==> config.mk <==
export PLATFORM = sky130hd
export DESIGN_NAME = cache_axi_bridge
export DESIGN_NICKNAME = d
export VERILOG_FILES = /design/src/rtl/cache_axi_bridge.sv
export SDC_FILE = /design/constraint.sdc
export NUM_CORES = 1
export LEC_CHECK = 0
export CAP_MARGIN = 20
export CORE_AREA = 5 5 133 135
export DETAILED_ROUTE_END_ITERATION = 8
export DIE_AREA = 0 0 138 140
export PLACE_DENSITY = 0.69
export SYNTH_ARGS = -nofsm -noshare
export SYNTH_HDL_FRONTEND = slang
export SYNTH_SLANG_ARGS = --single-unit
==> constraint.sdc <==
create_clock -name clk -period 2.2 [get_ports clk]
set_input_delay 0.22 -clock clk [delete_from_list [all_inputs] [get_ports clk]]
set_output_delay 0.22 -clock clk [all_outputs]
set_load 0.02 [all_outputs]
==> src/rtl/cache_axi_bridge.sv <==
// Bridges two sram-like ports (inst, data) onto a single AXI master, one transaction
// at a time. The IDLE grant is combinational; address, size and data are registered.
module cache_axi_bridge #(
    parameter int ADDR_W    = 32,
    parameter int INST_PRIO = 0
) (
    input  logic              clk,
    input  logic              rst,

    input  logic              inst_req,
    input  logic              inst_wr,
    input  logic [1:0]        inst_size,
    input  logic [ADDR_W-1:0] inst_addr,
    input  logic [ADDR_W-1:0] inst_wdata,
    output logic [ADDR_W-1:0] inst_rdata,
    output logic              inst_addr_ok,
    output logic              inst_data_ok,

    input  logic              data_req,
    input  logic              data_wr,
    input  logic [1:0]        data_size,
    input  logic [ADDR_W-1:0] data_addr,
    input  logic [ADDR_W-1:0] data_wdata,
    output logic [ADDR_W-1:0] data_rdata,
    output logic              data_addr_ok,
    output logic              data_data_ok,

    output logic [ADDR_W-1:0] araddr,
    output logic [2:0]        arsize,
    output logic              arvalid,
    input  logic              arready,

    input  logic [ADDR_W-1:0] rdata,
    input  logic              rvalid,
    output logic              rready,

    output logic [ADDR_W-1:0] awaddr,
    output logic [2:0]        awsize,
    output logic              awvalid,
    input  logic              awready,

    output logic [ADDR_W-1:0] wdata,
    output logic [3:0]        wstrb,
    output logic              wvalid,
    input  logic              wready,

    input  logic              bvalid,
    output logic              bready
);

    typedef enum logic [2:0] {IDLE, RD_ADDR, RD_DATA, WR_REQ, WR_RESP} state_t;

    state_t            state, state_nxt;
    logic              owner_data;  // 0 = inst owns the transaction, 1 = data
    logic              wr_q;
    logic [1:0]        size_q;
    logic [ADDR_W-1:0] addr_q;
    logic [ADDR_W-1:0] wdata_q;
    logic              aw_done, w_done;
    logic              grant_inst, grant_data, grant, grant_wr;
    logic              done_ok;

    always_comb begin
        grant_inst = 1'b0;
        grant_data = 1'b0;
        if (state == IDLE && !rst) begin
            if (INST_PRIO != 0) begin
                grant_inst = inst_req;
                grant_data = data_req && !inst_req;
            end else begin
                grant_data = data_req;
                grant_inst = inst_req && !data_req;
            end
        end
    end

    assign grant    = grant_inst | grant_data;
    assign grant_wr = grant_data ? data_wr : inst_wr;

    always_ff @(posedge clk) begin
        if (rst) state <= IDLE;
        else     state <= state_nxt;
    end

    always_comb begin
        state_nxt = state;
        arvalid   = 1'b0;
        awvalid   = 1'b0;
        wvalid    = 1'b0;
        rready    = 1'b0;
        bready    = 1'b0;
        done_ok   = 1'b0;
        case (state)
            IDLE:    if (grant) state_nxt = grant_wr ? WR_REQ : RD_ADDR;
            RD_ADDR: begin
                arvalid = 1'b1;
                if (arready) state_nxt = RD_DATA;
            end
            RD_DATA: begin
                rready = 1'b1;
                if (rvalid) begin
                    done_ok   = 1'b1;
                    state_nxt = IDLE;
                end
            end
            WR_REQ: begin
                // AW and W run independently; leave once both have completed,
                // whether in the same cycle or apart.
                awvalid = !aw_done;
                wvalid  = !w_done;
                if ((aw_done || awready) && (w_done || wready)) state_nxt = WR_RESP;
            end
            WR_RESP: begin
                bready = 1'b1;
                if (bvalid) begin
                    done_ok   = 1'b1;
                    state_nxt = IDLE;
                end
            end
            default: state_nxt = IDLE;
        endcase
        if (rst) begin
            arvalid = 1'b0;
            awvalid = 1'b0;
            wvalid  = 1'b0;
            rready  = 1'b0;
            bready  = 1'b0;
            done_ok = 1'b0;
        end
    end

    always_ff @(posedge clk) begin
        if (rst) begin
            owner_data <= 1'b0;
            wr_q       <= 1'b0;
            size_q     <= 2'd0;
            addr_q     <= '0;
            wdata_q    <= '0;
            aw_done    <= 1'b0;
            w_done     <= 1'b0;
        end else begin
            if (grant) begin
                owner_data <= grant_data;
                wr_q       <= grant_wr;
                size_q     <= grant_data ? data_size  : inst_size;
                addr_q     <= grant_data ? data_addr  : inst_addr;
                wdata_q    <= grant_data ? data_wdata : inst_wdata;
                aw_done    <= 1'b0;
                w_done     <= 1'b0;
            end
            if (awvalid && awready) aw_done <= 1'b1;
            if (wvalid && wready)   w_done  <= 1'b1;
        end
    end

    always_comb begin
        case (size_q)
            2'd0:    wstrb = 4'b0001 << addr_q[1:0];
            2'd1:    wstrb = addr_q[1] ? 4'b1100 : 4'b0011;
            default: wstrb = 4'b1111;
        endcase
    end

    assign araddr = addr_q;
    assign awaddr = addr_q;
    assign arsize = {1'b0, size_q};
    assign awsize = {1'b0, size_q};
    assign wdata  = wdata_q;

    assign inst_rdata   = rdata;
    assign data_rdata   = rdata;
    assign inst_addr_ok = grant_inst;
    assign data_addr_ok = grant_data;
    assign inst_data_ok = done_ok && !owner_data;
    assign data_data_ok = done_ok && owner_data;

    // Keeps wr_q observable for debug; the state already encodes direction.
    logic unused_ok;
    assign unused_ok = wr_q;

endmodule

# [After elaboration in Yosys (flattened, before gate mapping)]
# Index checks and enable logic that the tools add are counted.
[totals] reg_bits=72 latch_bits=0 ram_bits=0 romBits=0 input_bits=175 elab_cells=70 mem_count=0
[op_classes] n_addsub=0 n_mul=0 div=0 order_cmp=0 n_eq_ne=10 shift=1 n_mux=32 bitwise=1 n_reduce_logical=19
[op_table] operator="32-bit 2-to-1 mux" n=2
[op_table] operator="1-bit 2-to-1 mux" n=19
[op_table] operator="3-bit 2-to-1 mux" n=5
[op_table] operator="3-bit one-hot mux with 5 select lines" n=1
[op_table] operator="2-bit inequality test, second input constant" n=5
[op_table] operator="4-bit one-hot mux with 2 select lines" n=1
[op_table] operator="1-bit logical AND" n=7
[op_table] operator="3-bit by 2-bit equality test with 1-bit output, second input constant" n=2
[op_table] operator="1-bit zero test" n=5
[op_table] operator="5-bit AND reduction" n=1
[op_table] operator="2-bit 2-to-1 mux" n=2
[op_table] operator="4-bit 2-to-1 mux" n=1
[op_table] operator="2-bit nonzero test" n=2
[op_table] operator="1-bit by 2-bit left shift with 4-bit output, first input constant" n=1
[op_table] operator="3-bit by 1-bit equality test with 1-bit output, second input constant" n=1
[op_table] operator="3-bit equality test, second input constant" n=1
[op_table] operator="3-bit zero test" n=1
[op_table] operator="2-bit by 1-bit equality test with 1-bit output, second input constant" n=1
[op_table] operator="2-bit zero test" n=1
[op_table] operator="1-bit logical OR" n=2
[op_table] operator="1-bit one-hot mux with 2 select lines" n=1
[op_table] operator="1-bit OR" n=1

# [Longest topological paths before layout]
[logic_depth] depth_word=7 mapped_depth=7 mapped_depth_nobuf=4

# [Worst setup path after synthesis]
# No wires, ideal clock.
[synth_path] kind="register to output" start="reg state[2]" end="out data_data_ok" arrival_ns=1.879 required_time_ns=1.980 slack_ns=0.101 stages_incl_launch_ff=6 cell_sequence="dfxtp_1 > buf_6 > inv_1 > nor4_1 > a22oi_1 > nor2b_1"
[synth_via] elab_chain_len=4 word_cells_on_any_way=5 classes_between="eq/ne (2); mux (2); reduce/logical (1)"
[synth_lines] item="start, declared" line="53" text="state_t state, state_nxt;"
[synth_lines] item="start signal, assigned" line="82" text="else state <= state_nxt;"
[synth_lines] item="3-bit equality test / 3-bit by 2-bit equality test with 1-bit output (equally long branches)" line="93" text="case (state)"
[synth_lines] item="1-bit one-hot mux with 2 select lines (*)" line="93"
[synth_lines] item="1-bit 2-to-1 mux (*)" line="122" text="if (rst) begin"
[synth_lines] item="1-bit logical AND (*)" line="175" text="assign data_data_ok = done_ok && owner_data;"
[synth_lines] item="end, declared" line="26" text="output logic data_data_ok,"
# Every way passes the cells marked *; elsewhere a longest branch is shown, timed or not.

# [Final worst setup path]
[layout_path] start="reg state[2]" end="out bready"
[layout_via] elab_chain_len=3
[layout_lines] item="3-bit equality test" line="93"
[layout_lines] item="1-bit 2-to-1 mux" line="93"
[layout_lines] item="1-bit 2-to-1 mux" line="122"
[layout_lines] item="end, declared" line="48" text="output logic bready"
# No other way between the ends.

==> impl_metrics.yaml <==
final_layout:
  nFillCells: 1667
  diodes: 0
  drive_gt1_frac: 0.157
  area_growth_pct: 51.5
  multi_input_area_mm2: 0.00215
  ff_latch_area_mm2: 0.00144
  nets: 845
  finalNonFillerCells: 895
detailed_routing:
  post_drt_wl_per_cell_um: 18.2
  m1WireLength_um: 6750
  viasPerCell: 4.79
  drc: 0
  vias: 4283
  firstDrtPassIters: 4
  finalWirelength_um: 16300
  antenna_left: 0
  drtIter0Drc: 195
  wl_met3_um: 1150
  top_layer_used: "met4"
  wl_met2_um: 7940
grt:
  grt_max_degree: 96
  grt.total_usage: 0.164
  antenna_found_initial: 0
  grt_pass1_wl_um: 25200
  first_global_vias: 4322
  overflow: 0
clocking:
  cts.clk_slew.worst_paths_ns: 0.06
  clock_latency_ns: 0.34
  tritoncts: "done"
  cts_buffers: 9
  cts-root-buf: "clkbuf_16"
  cts.sinks: 72
  htreeDepth: 3
  clockBufferDepth: 2
logic_synthesis:
  synth_top_area_frac: 0.316
  synth_cells: 536
  synth_seq_cells: 72
  synth_top_family_by_area: "compound AO/OA/AOI/OAI gates"
  synthSimpleGateAreaFrac: 0.218
  ys.flop_type: "dfxtp_1"
  muxShareOfSynthArea: 0.00439
  synthesis.area_mm2: 0.00456
  synth_xor_area_frac: 0
  synth_area_per_cell_um2: 8.50
  synth_compound_area_frac: 0.242
  synth_fa_ha_area_frac: 0
  yosys_warnings: 0
  async_flop_share: 0
  synth-edff-count: 0
  synthTopCellsByArea: "dfxtp_1 (32%), a311oi_2 (22%), buf_4 (18%), nand3_1 (7.2%), nor2_1 (6.3%)"
  synth-seq-area-share: 0.316
  yosys.area.top_type: "dfxtp_1"
  netlist-cell-type-count: 32
critical_path:
  r2r_cells: 6
  endpoint_kind: "primary output"
  crit_arrival_ns: 1.84
  criticalPathCategory: "flop to primary output"
  r2r_slack_ns: 0.35
  required_ns: 1.98
  cp_max_fo: 6
  crit_path_start_kind: "flop"
floorplanning:
  pin_count: 354
  rows: 47
  start_util: 0.279
  die_y_um: 140
  die_w_um: 138
  dieArea_mm2: 0.0193
  core-area_mm2: 0.0163
timing:
  layout_setup_ws_ns: 0.138
  grt_setup_unrepaired: "no"
  finalSetupTns_ns: 0
  slew_headroom: 0.609
  setup_viol: 0
  min_period_ns: 2.06
  finClkSkew_ns: 0.00643
  slew_viol_final: 0
  hold_viol: 0
  fmax_ghz: 0.485
  finalCritPeriodShare: 0.937
  max_slew.worst_pin.slew_ns: 0.586
place:
  io_buffer_count: 255
  dp_hpwl_um: 12000
  gp_congestion: 0.820
  preCtsSetupSlack_ns: 0.169
  dp_cells: 878
pwr:
  p_leak_nw: 2.42
  ir_worst_vdd_mv: 0.350
  powerDensity_mw_per_mm2: 746
outcome:
  status: "finished clean"
hold_path:
  hold_class: "input pin to flop"
  holdPathStages: 3
run:
  cap_violations: 0
[flip-flops by register name (all words and copies together) (netlist names)]
signal / count
wdata: 32
aw_done: 1
state: 3
owner_data: 1
size_q: 2
w_done: 1
araddr: 32
[metal layers]
metal | track usage | vias to the layer above
met3 | 0.0368 | 47
met1 | 0.195 | 1995
li1 | - | 2053
met2 | 0.282 | 188
met4 | 0.0712 | 0
met5 | 0 | -
[layout by cell type (no fill, tap or decap), types with 4 or more instances in the layout]
master / instances
nand3_1: 66
a311oi_2: 66
nand2_1: 67
clkdlybuf4s50_1: 247
clkbuf_16: 9
a21oi_1: 4
buf_4: 13
nor2_1: 76
dfxtp_1: 71
dlygate4sd2_1: 4
[critical path, cell delays in order, from the launching register on]
cell             delay [ns]
dfxtp_1                0.41
inv_1                  0.09
nor4_2                 0.33
clkdlybuf4s50_1        0.67
[synth_stat cells, types with 3 or more instances]
| library cell | n |
|---|---|
| nor3_1 | 3 |
| nand2_1 | 69 |
| nor3b_1 | 3 |
| a311oi_2 | 66 |
| a21oi_1 | 4 |
| nor2_1 | 76 |
| buf_2 | 8 |
| inv_1 | 3 |
| buf_4 | 107 |
| dfxtp_1 | 72 |
| clkbuf_1 | 30 |
| nand3_1 | 66 |
| a31oi_1 | 3 |
[metrics by stage]
step           instance area, um^2  hold slack, ns  total power, mW  utilization
3_3_place_gp                  6550           0.440             3.55        0.401
6_report                      6910           0.418             5.15        0.422
3_5_place_dp                  6550           0.440             3.56        0.401
5_1_grt                       6910           0.440             5.42        0.422
2_1_floorplan                 4560           0.417             2.87            -
4_1_cts                       6900           0.399             5.25        0.422
[cells by family (layout without fill, tap and decap cells)]
kind of cell	after synthesis	count (layout)
buffers and inverters	152	290
AND/OR/NAND/NOR	227	227
other	1	2
flip-flops	72	72
AO/OA/AOI/OAI	82	82
multiplexers	2	2
[path summary, 6_finish.rpt]
| path | startpoint | endpoint |
|---|---|---|
| max | state[2]$_SDFFE_PP0P_ | bready |
| min | rst | state[2]$_SDFFE_PP0P_ |
| max reg2reg | state[2]$_SDFFE_PP0P_ | size_q[0]$_SDFFE_PP0P_ |
| min reg2reg | owner_data$_SDFFE_PP0P_ | owner_data$_SDFFE_PP0P_ |
[what timing repair did]
| item | 4_1_cts | 5_1_grt |
|---|---|---|
| hold buffers | 0 | 0 |
| endpoints found under the setup margin | 6 | 3 |
| gates resized for setup | 6 | 3 |
| pin swaps | 1 | 0 |
| setup buffers | 1 | 0 |
[power breakdown]
part           internal (mW)  switching (mW)
clock                   1.05           0.582
sequential              1.47           0.132
combinational          0.936           0.974
total                   3.46            1.69
[final cells by class]
cell class,instances,share of cell area
Timing Repair Buffer,270,0.390
Multi-Input combinational cell,313,0.311
Sequential cell,72,0.209
Tap cell,220,0.0399
Clock buffer,11,0.0366
Clock inverter,5,0.0114
Inverter,4,0.00217
No activity file was read; power rests on OpenSTA's default activity.
